**src/rtl/conv_mac_acc.sv**
```systemverilog
// KxK convolution MAC with cross-channel accumulation and rounded/saturating requantization.
// Optional RELU_EN: clamp negative requantized results to zero.

module conv_mac_tap #(
    parameter int IMG_W = 8,
    parameter int WGT_W = 4
) (
    input  logic [IMG_W-1:0]               pix_i,
    input  logic [IMG_W-1:0]               zero_i,
    input  logic [WGT_W-1:0]               wgt_i,
    input  logic                           signed_i,
    output logic signed [IMG_W+WGT_W+1:0]  prod_o
);
    localparam int PW = IMG_W + WGT_W + 2;
    logic signed [IMG_W:0] d;
    logic signed [PW-1:0]  de, we;

    assign d  = $signed({1'b0, pix_i}) - $signed({1'b0, zero_i});
    assign de = {{(PW-IMG_W-1){d[IMG_W]}}, d};
    assign we = {{(PW-WGT_W){signed_i & wgt_i[WGT_W-1]}}, wgt_i};
    assign prod_o = de * we;
endmodule

module conv_mac_acc #(
    parameter int KSIZE  = 3,
    parameter int IMG_W  = 8,
    parameter int WGT_W  = 4,
    parameter int OUT_W  = 16,
    parameter int ACC_W  = 32,
    parameter int CH_MAX = 16,
    parameter int Q_W    = 5
) (
    input  logic                           clk,
    input  logic                           i_rst,
    input  logic                           i_inhibit,
    input  logic                           i_valid,
    input  logic                           i_last,
    input  logic                           i_signed_wgt,
    input  logic [IMG_W-1:0]               i_zero_img,
    input  logic [Q_W-1:0]                 i_q,
    input  logic [KSIZE*KSIZE*IMG_W-1:0]   i_im,
    input  logic [KSIZE*KSIZE*WGT_W-1:0]   i_ker,
    output logic                           o_valid,
    output logic [OUT_W-1:0]               o_conv,
    output logic                           o_sat,
    output logic                           o_err
);
    localparam int T  = KSIZE * KSIZE;
    localparam int PW = IMG_W + WGT_W + 2;
    localparam int CW = $clog2(CH_MAX + 1);
    localparam logic signed [ACC_W-1:0] ACC_MAX = {1'b0, {(ACC_W-1){1'b1}}};
    localparam logic signed [ACC_W-1:0] ACC_MIN = {1'b1, {(ACC_W-1){1'b0}}};
    localparam logic signed [ACC_W:0]   OMAX    = (ACC_W+1)'(2**(OUT_W-1) - 1);
    localparam logic signed [ACC_W:0]   OMIN    = -OMAX - 1;

    logic                   en;
    logic [3:0]             vld_q;   // stage valids: S1 products, S2 sum, S3 result, S4 output
    logic [T-1:0][PW-1:0]   prod_d, prod_q;
    logic                   last1_q, last2_q;
    logic [Q_W-1:0]         q1_q, q2_q, res_sh_q;
    logic signed [ACC_W-1:0] sum_d, sum_q, acc_q, acc_next, res_q;
    logic signed [ACC_W:0]  acc_wide;
    logic                   acc_ovf, sticky_q, hit, close;
    logic [CW-1:0]          cnt_q, cnt_next;
    logic                   res_sat_q, res_err_q;
    logic [OUT_W-1:0]       o_conv_q;
    logic                   o_sat_q, o_err_q;

    assign en = ~i_inhibit;

    for (genvar t = 0; t < T; t++) begin : g_tap
        conv_mac_tap #(.IMG_W(IMG_W), .WGT_W(WGT_W)) u_tap (
            .pix_i    (i_im[t*IMG_W +: IMG_W]),
            .zero_i   (i_zero_img),
            .wgt_i    (i_ker[t*WGT_W +: WGT_W]),
            .signed_i (i_signed_wgt),
            .prod_o   (prod_d[t])
        );
    end

    always_comb begin
        sum_d = '0;
        for (int t = 0; t < T; t++) sum_d = sum_d + ACC_W'($signed(prod_q[t]));
    end

    // Accumulate one bit wider so overflow is visible, then pin to the signed limits.
    assign acc_wide = {acc_q[ACC_W-1], acc_q} + {sum_q[ACC_W-1], sum_q};
    assign acc_ovf  = acc_wide[ACC_W] ^ acc_wide[ACC_W-1];
    assign acc_next = acc_ovf ? (acc_wide[ACC_W] ? ACC_MIN : ACC_MAX) : acc_wide[ACC_W-1:0];
    assign cnt_next = cnt_q + CW'(1);
    assign hit      = (cnt_next == CW'(CH_MAX));
    assign close    = vld_q[1] & (last2_q | hit);

    logic [Q_W-1:0]        sh;
    logic signed [ACC_W:0] rnd, rq_wide, shifted;
    logic                  clamp_hi, clamp_lo;
    logic [OUT_W-1:0]      rq_out;

    always_comb begin
        sh = res_sh_q;
        if (int'(res_sh_q) > ACC_W - 1) sh = Q_W'(ACC_W - 1);
        rnd      = (sh == '0) ? '0 : ((ACC_W+1)'(1) << (sh - Q_W'(1)));
        rq_wide  = {res_q[ACC_W-1], res_q} + rnd;
        shifted  = rq_wide >>> sh;
        clamp_hi = shifted > OMAX;
        clamp_lo = shifted < OMIN;
        rq_out   = clamp_hi ? OMAX[OUT_W-1:0] : (clamp_lo ? OMIN[OUT_W-1:0] : shifted[OUT_W-1:0]);
`ifdef RELU_EN
        if (rq_out[OUT_W-1]) rq_out = '0;
`endif
    end

    always_ff @(posedge clk) begin
        if (i_rst) begin
            vld_q     <= '0;
            prod_q    <= '0;
            last1_q   <= 1'b0;
            last2_q   <= 1'b0;
            q1_q      <= '0;
            q2_q      <= '0;
            sum_q     <= '0;
            acc_q     <= '0;
            cnt_q     <= '0;
            sticky_q  <= 1'b0;
            res_q     <= '0;
            res_sh_q  <= '0;
            res_sat_q <= 1'b0;
            res_err_q <= 1'b0;
            o_conv_q  <= '0;
            o_sat_q   <= 1'b0;
            o_err_q   <= 1'b0;
        end else if (en) begin
            vld_q   <= {vld_q[2], close, vld_q[0], i_valid};
            prod_q  <= prod_d;
            last1_q <= i_last;
            q1_q    <= i_q;
            sum_q   <= sum_d;
            last2_q <= last1_q;
            q2_q    <= q1_q;
            if (vld_q[1]) begin
                if (close) begin
                    acc_q     <= '0;
                    cnt_q     <= '0;
                    sticky_q  <= 1'b0;
                    res_q     <= acc_next;
                    res_sh_q  <= q2_q;
                    res_sat_q <= sticky_q | acc_ovf;
                    res_err_q <= ~last2_q;
                end else begin
                    acc_q    <= acc_next;
                    cnt_q    <= cnt_next;
                    sticky_q <= sticky_q | acc_ovf;
                end
            end
            if (vld_q[2]) begin
                o_conv_q <= rq_out;
                o_sat_q  <= res_sat_q | clamp_hi | clamp_lo;
                o_err_q  <= res_err_q;
            end
        end
    end

    assign o_valid = vld_q[3] & en;
    assign o_conv  = o_conv_q;
    assign o_sat   = o_sat_q;
    assign o_err   = o_err_q;
endmodule
```
**config.mk**
```make
export PLATFORM = sky130hd
export DESIGN_NAME = conv_mac_acc
export DESIGN_NICKNAME = d
export VERILOG_FILES = /design/src/rtl/conv_mac_acc.sv
export SDC_FILE = /design/constraint.sdc
export NUM_CORES = 2
export LEC_CHECK = 0
export ABC_AREA = 1
export CAP_MARGIN = 20
export CORE_MARGIN = 5
export CORE_UTILIZATION = 40
export DETAILED_ROUTE_END_ITERATION = 12
export DONT_BUFFER_PORTS = 1
export REMOVE_ABC_BUFFERS = 1
export SETUP_SLACK_MARGIN = 0.02
export SLEW_MARGIN = 20
export SYNTH_ARGS = -nofsm -noshare
export SYNTH_HDL_FRONTEND = slang
export SYNTH_SLANG_ARGS = --single-unit
```
**constraint.sdc**
```tcl
create_clock -name clk -period 5.4 [get_ports clk]
set_input_delay 0.54 -clock clk [delete_from_list [all_inputs] [get_ports clk]]
set_output_delay 0.54 -clock clk [all_outputs]
set_load 0.005 [all_outputs]
```
### Word level (Yosys, flattened, before mapping)

Cells that the tools add are included.
W data, S select, Z words.

* register bits after elaboration: 259
* input bits: 127
* output and inout port bits: 19
* word-level logic and storage cells: 90

* add/sub/neg operators: 21
* multiply operators: 9
* magnitude comparators: 2
* equality and inequality tests: 1
* shifts and indexed selects: 2
* muxes and demuxes: 8
* bitwise operators: 18
* reduce and logical (&&, ||, !) cells: 4

Operators with widths (count)
* $mul A9 B5 Y14: 9
* $mux W32: 3
* $sub A8 B8 Y9: 9
* $add A32 B22 Y33: 1
* $add A33 B33 Y33: 1
* $gt A33 B16 Y1 const B: 1
* $lt A33 B16 Y1 const B: 1
* $mux W33: 1
* $shl A1 B5 Y33 const A: 1
* $sshr A33 B5 Y33: 1
* $mux W16: 2
* $add A21 B14 Y22: 1
* $add A20 B14 Y21: 1
* $add A19 B14 Y20: 1
* $add A18 B14 Y19: 1
* $add A17 B14 Y18: 1
* $add A16 B14 Y17: 1
* $add A15 B14 Y16: 1
* $add A14 B14 Y15: 1
* $and A1 B1 Y1: 11
* $add A5 B1 Y5 const B: 1
* $eq A5 B5 Y1 const B: 1
* $logic_not A5 Y1: 1
* $mux W5: 1
* other kinds (7): 12

### Logic depth before layout (Yosys ltp)

* word-level depth: 8
* mapped depth: 38
* gate-level depth less buffers: 35

### Modules after synthesis

A second synthesis with hierarchy kept.

* cell total of the unflattened synthesis: 5904
* area total of the unflattened synthesis: 38814.7 um^2

Modules (own cells, without submodules)
* conv_mac_acc: instances 1, cells an instance 2867, area each 19153.4 um^2, sequential area each 5185.0 um^2
* conv_mac_tap (g_tap[2].u_tap ...): instances 6, cells an instance 340, area each 2197.1 um^2, sequential area each 0.0 um^2
* conv_mac_tap (g_tap[1].u_tap): instances 1, cells an instance 339, area each 2173.3 um^2, sequential area each 0.0 um^2
* conv_mac_tap (g_tap[0].u_tap): instances 1, cells an instance 327, area each 2167.1 um^2, sequential area each 0.0 um^2
* conv_mac_tap (g_tap[8].u_tap): instances 1, cells an instance 331, area each 2138.3 um^2, sequential area each 0.0 um^2

### Worst setup path after synthesis

No wires, ideal clock.

* path kind: input to register
* from: input port i_zero_img[1]
* to: register prod_q[13] (netlist bit)
* library setup time: 0.129 ns
* arrival: 5.458 ns
* path slack: -0.187 ns
* stages: 31
* buffers on the path: 0
* path through: inv_1 fa_1 nand3_1 and2_1 or2_2 nand2_1 a21oi_1 or2_2 nand2_1 nor2_1 ha_1 inv_1 fa_1 inv_1 fa_1 ha_1 a21oi_1 o21ai_0 a21oi_1 inv_1 a21oi_1 nor2_1 nor2_1 inv_1 a21oi_1 nor2_1 nor2_1 nor2_1 nor2_1 xor2_1 a21oi_1

* cells in the longest elaborated chain, start to end: 2

RTL lines
* start, declared: RTL line 39 `input logic [IMG_W-1:0] i_zero_img,`
* $sub A8 B8 Y9: RTL line 18 `assign d = $signed({1'b0, pix_i}) - $signed({1'b0, zero_i});`
* $mul A9 B5 Y14: RTL line 21 `assign prod_o = de * we;`
* end signal, assigned: RTL line 134 `prod_q <= prod_d;`
* end, declared: RTL line 58 `logic [T-1:0][PW-1:0] prod_d, prod_q;`

No other way between the ends.
A chain may end at the register's enable or synchronous reset.

### Final worst setup path

* from: register prod_q[86] (netlist bit)
* to: register sum_q[20]

* cells in the longest elaborated chain, start to end: 3

RTL lines
* $add A19 B14 Y20: RTL line 83 `for (int t = 0; t < T; t++) sum_d = sum_d + ACC_W'($signed(prod_q[t]));`
* $add A20 B14 Y21: RTL line 83
* $add A21 B14 Y22: RTL line 83
* end signal, assigned: RTL line 137 `sum_q <= sum_d;`
* end, declared: RTL line 61 `logic signed [ACC_W-1:0] sum_d, sum_q, acc_q, acc_next, res_q;`

No other way between the ends.

==> results.toml <==
[finish]
final_nets = 5963
layout_common_cells = "nand2_1 (985), inv_1 (971), nor2_1 (639)"
syn2layout_area_growth_pct = 8.64
diodes = 0
layout-drive-gt1-share_pct = 5.57
final_common_cell = "nand2_1"

[critical_path]
r2r_slack_ns = 0.36
end_kind = "flip-flop"
reg2reg_from = "prod_q[86]"
crit_start = "prod_q[86]"
cp.required_ns = 5.86
rr_worst_depth = 20
setup.worst_path.start_class = "flip-flop"
critPathKind = "flip-flop to flip-flop"
crit_arrival_ns = 5.50
r2r-end = "sum_q[20]"
cp_max_fo = 3

[timing]
fin_ws_ns = 0.357
finalHoldViolCount = 0
maxSlewViolCount = 0
setup_violations = 0
hold_slack_ns = 0.0643
relSlewSlack_pct = 46.7
rsz0062_at_grt = "no"
fin_crit_sh_pct = 93.4
fmax_mhz = 198
tns_ns = 0
fin_crit_ns = 5.04
fin_skew_ns = 0.0239
tightest_slew_ns = 0.799

[drt]
dr.pass1.iters = 6
wirelength_mm = 94.8
drc = 0
detail_route.wl_per_cell_um = 15.1
vias = 30500
viasPerCell = 4.86
ant_nets = 0
first_iter_violations = 1735

[floorplan]
row_count = 109
fp.dieW_um = 307
ioPinCount = 146
die-area_mm2 = 0.0945
die_h_um = 307
start_util_pct = 40.2
coreArea_mm2 = 0.0881

[grt]
grt_max_degree = 148
grt_overflow = 0
grt_pass1_vias = 30100
antenna_found_initial = 0
grt_pass1_wl_mm = 155
track_usage_pct = 19.9

[logic_synthesis]
synth_seq_cells = 259
syn-cell-area_mm2 = 0.0354
synth_edf_count = 0
ys_warn_count = 0
async_flop_share_pct = 0
yosys.area.top_type_share_pct = 21.2
syn_inst = 5067
seq_area_frac_synth_pct = 14.7
synthTopCellsByArea = "fa_1 (21%), dfxtp_1 (15%), ha_1 (13%)"
postSynthAreaPerCell_um2 = 6.98
synthFlopType = "dfxtp_1"
synth_cell_types = 46
yosys.area.top_type = "fa_1"

[power]
power_leakage_uw = 0.0208
peakVddDrop_mv = 1.05
powerDensity_mw_per_mm2 = 598

[run_status]
status = "completed"

[worst_hold_path]
hold_depth = 1
min_to = "acc_q[1]"
hp-class = "primary input to flip-flop"
worstHoldStart = "i_rst"

[place]
pre_cts_ws_ns = -0.132
dp_hpwl_mm = 78.8
gp_congestion = 0.941
port_buffers = 0

[cts]
htree_levels = 1
cts.path.max_buffers = 3
cts_buffers = 31
clkTransAtPathRegs_ns = 0.06
root_buffer = "clkbuf_16"
insertion_delay_ns = 0.58
clkSinkCount = 259
cts_tree = "done"

[job]
max-cap-violations = 0
[routing by layer]
layer / GRT usage, % / routed length [µm] / up-vias
li1: - / - / 15800
met1: 25.8 / 42000 / 14100
met2: 34.7 / 45300 / 524
met3: 2.82 / 4320 / 143
met4: 6.08 / 3220 / 0
met5: 0 / 0 / -
[power by group]
part,total (µW),internal (µW),leakage [µW],switching [µW]
sequential,2750,2370,0.00213,386
combinational,18200,7960,0.0182,10200
clock,2050,1200,0.000488,849
total,23000,11500,0.0208,11500
[worst max-delay path, cell delays in order (launching register included)]
cell and delay [ns]:
dfxtp_1 0.33, fa_1 0.56, fa_1 0.53, inv_1 0.06, fa_1 0.53, inv_1 0.05, fa_1 0.47, ha_1 0.16
inv_1 0.06, fa_1 0.45, nand3b_1 0.17, and2_1 0.20, o221ai_2 0.19, a21oi_1 0.09, o21ai_0 0.22, a21o_1 0.15
a21oi_1 0.09, o21ai_1 0.21, a21oi_1 0.10, o21ai_1 0.21, a21oi_1 0.09
[synth_stat cells (2+ instances only)]
cell type	n
nor3_1	7
o211a_1	9
nand2_4	2
nand3_2	11
o21bai_1	28
a21oi_2	11
clkinv_1	13
inv_1	972
buf_6	2
a211oi_1	13
nand2_2	13
a21boi_0	6
xnor2_1	72
nand4_1	13
buf_1	24
a21o_1	8
buf_2	17
and2_1	16
nand2_1	987
inv_2	5
or2_2	27
a31oi_1	18
o22ai_1	6
nor2_2	9
dfxtp_1	259
o211ai_1	5
o21a_1	2
nand3b_1	5
clkbuf_1	105
ha_1	363
o31ai_1	5
o221ai_1	8
nand3_1	321
a21oi_1	277
nor2_1	642
fa_1	375
o21ai_0	292
xor2_1	111
[per-stage QoR]
stage	area [µm²]	util, %	instances	power, µW
floorplan	34800	-	4919	16600
global placement	37400	42.4	6227	20700
detailed placement	37400	42.4	6227	21000
CTS	38400	43.6	6283	23200
global route	38400	43.6	6286	26100
finish	38400	43.6	6286	23000
[area by class of cell]
type	count	area, µm²
clock inverter	11	96.3
multi-input combinational	3670	25900
tap	1165	1460
timing repair buffer	145	1140
fill	9442	49700
inverter	991	3730
sequential	259	5180
clock buffer	45	898
[what timing repair did]
item | CTS | global route
hold buffers | 0 | 0
gates resized for setup | 0 | 12
setup buffers | 0 | 2
setup endpoints to repair | 0 | 21
[logic make-up after synthesis]
group                    after synthesis  synth area share [%]
AND/OR/NAND/NOR                     2054                  23.8
buffers and inverters               1139                  12.2
adder cells (fa/ha/maj)              738                  34.1
AO/OA/AOI/OAI                        692                  10.7
flip-flops                           259                  14.7
XOR/XNOR                             183                  4.53
other                                  1                0.0106
multiplexers                           1                0.0283
[registers in the layout, summed over array words and instances, names as in the netlist]
name	count
prod_q	126
acc_q	32
res_q	32
sum_q	22
o_conv	16
cnt_q	5
q1_q	5
q2_q	5
res_sh_q	5
vld_q	4
last1_q	1
last2_q	1
o_err	1
o_sat	1
res_err_q	1
res_sat_q	1
sticky_q	1
[worst max path at each step]
stage,depth (start not counted),end
floorplan,31,prod_q[13]
global placement,33,prod_q[13]
detailed placement,33,prod_q[13]
CTS,20,sum_q[20]
global route,33,prod_q[13]
finish,20,sum_q[20]
Power figures use the tool's default switching activity.
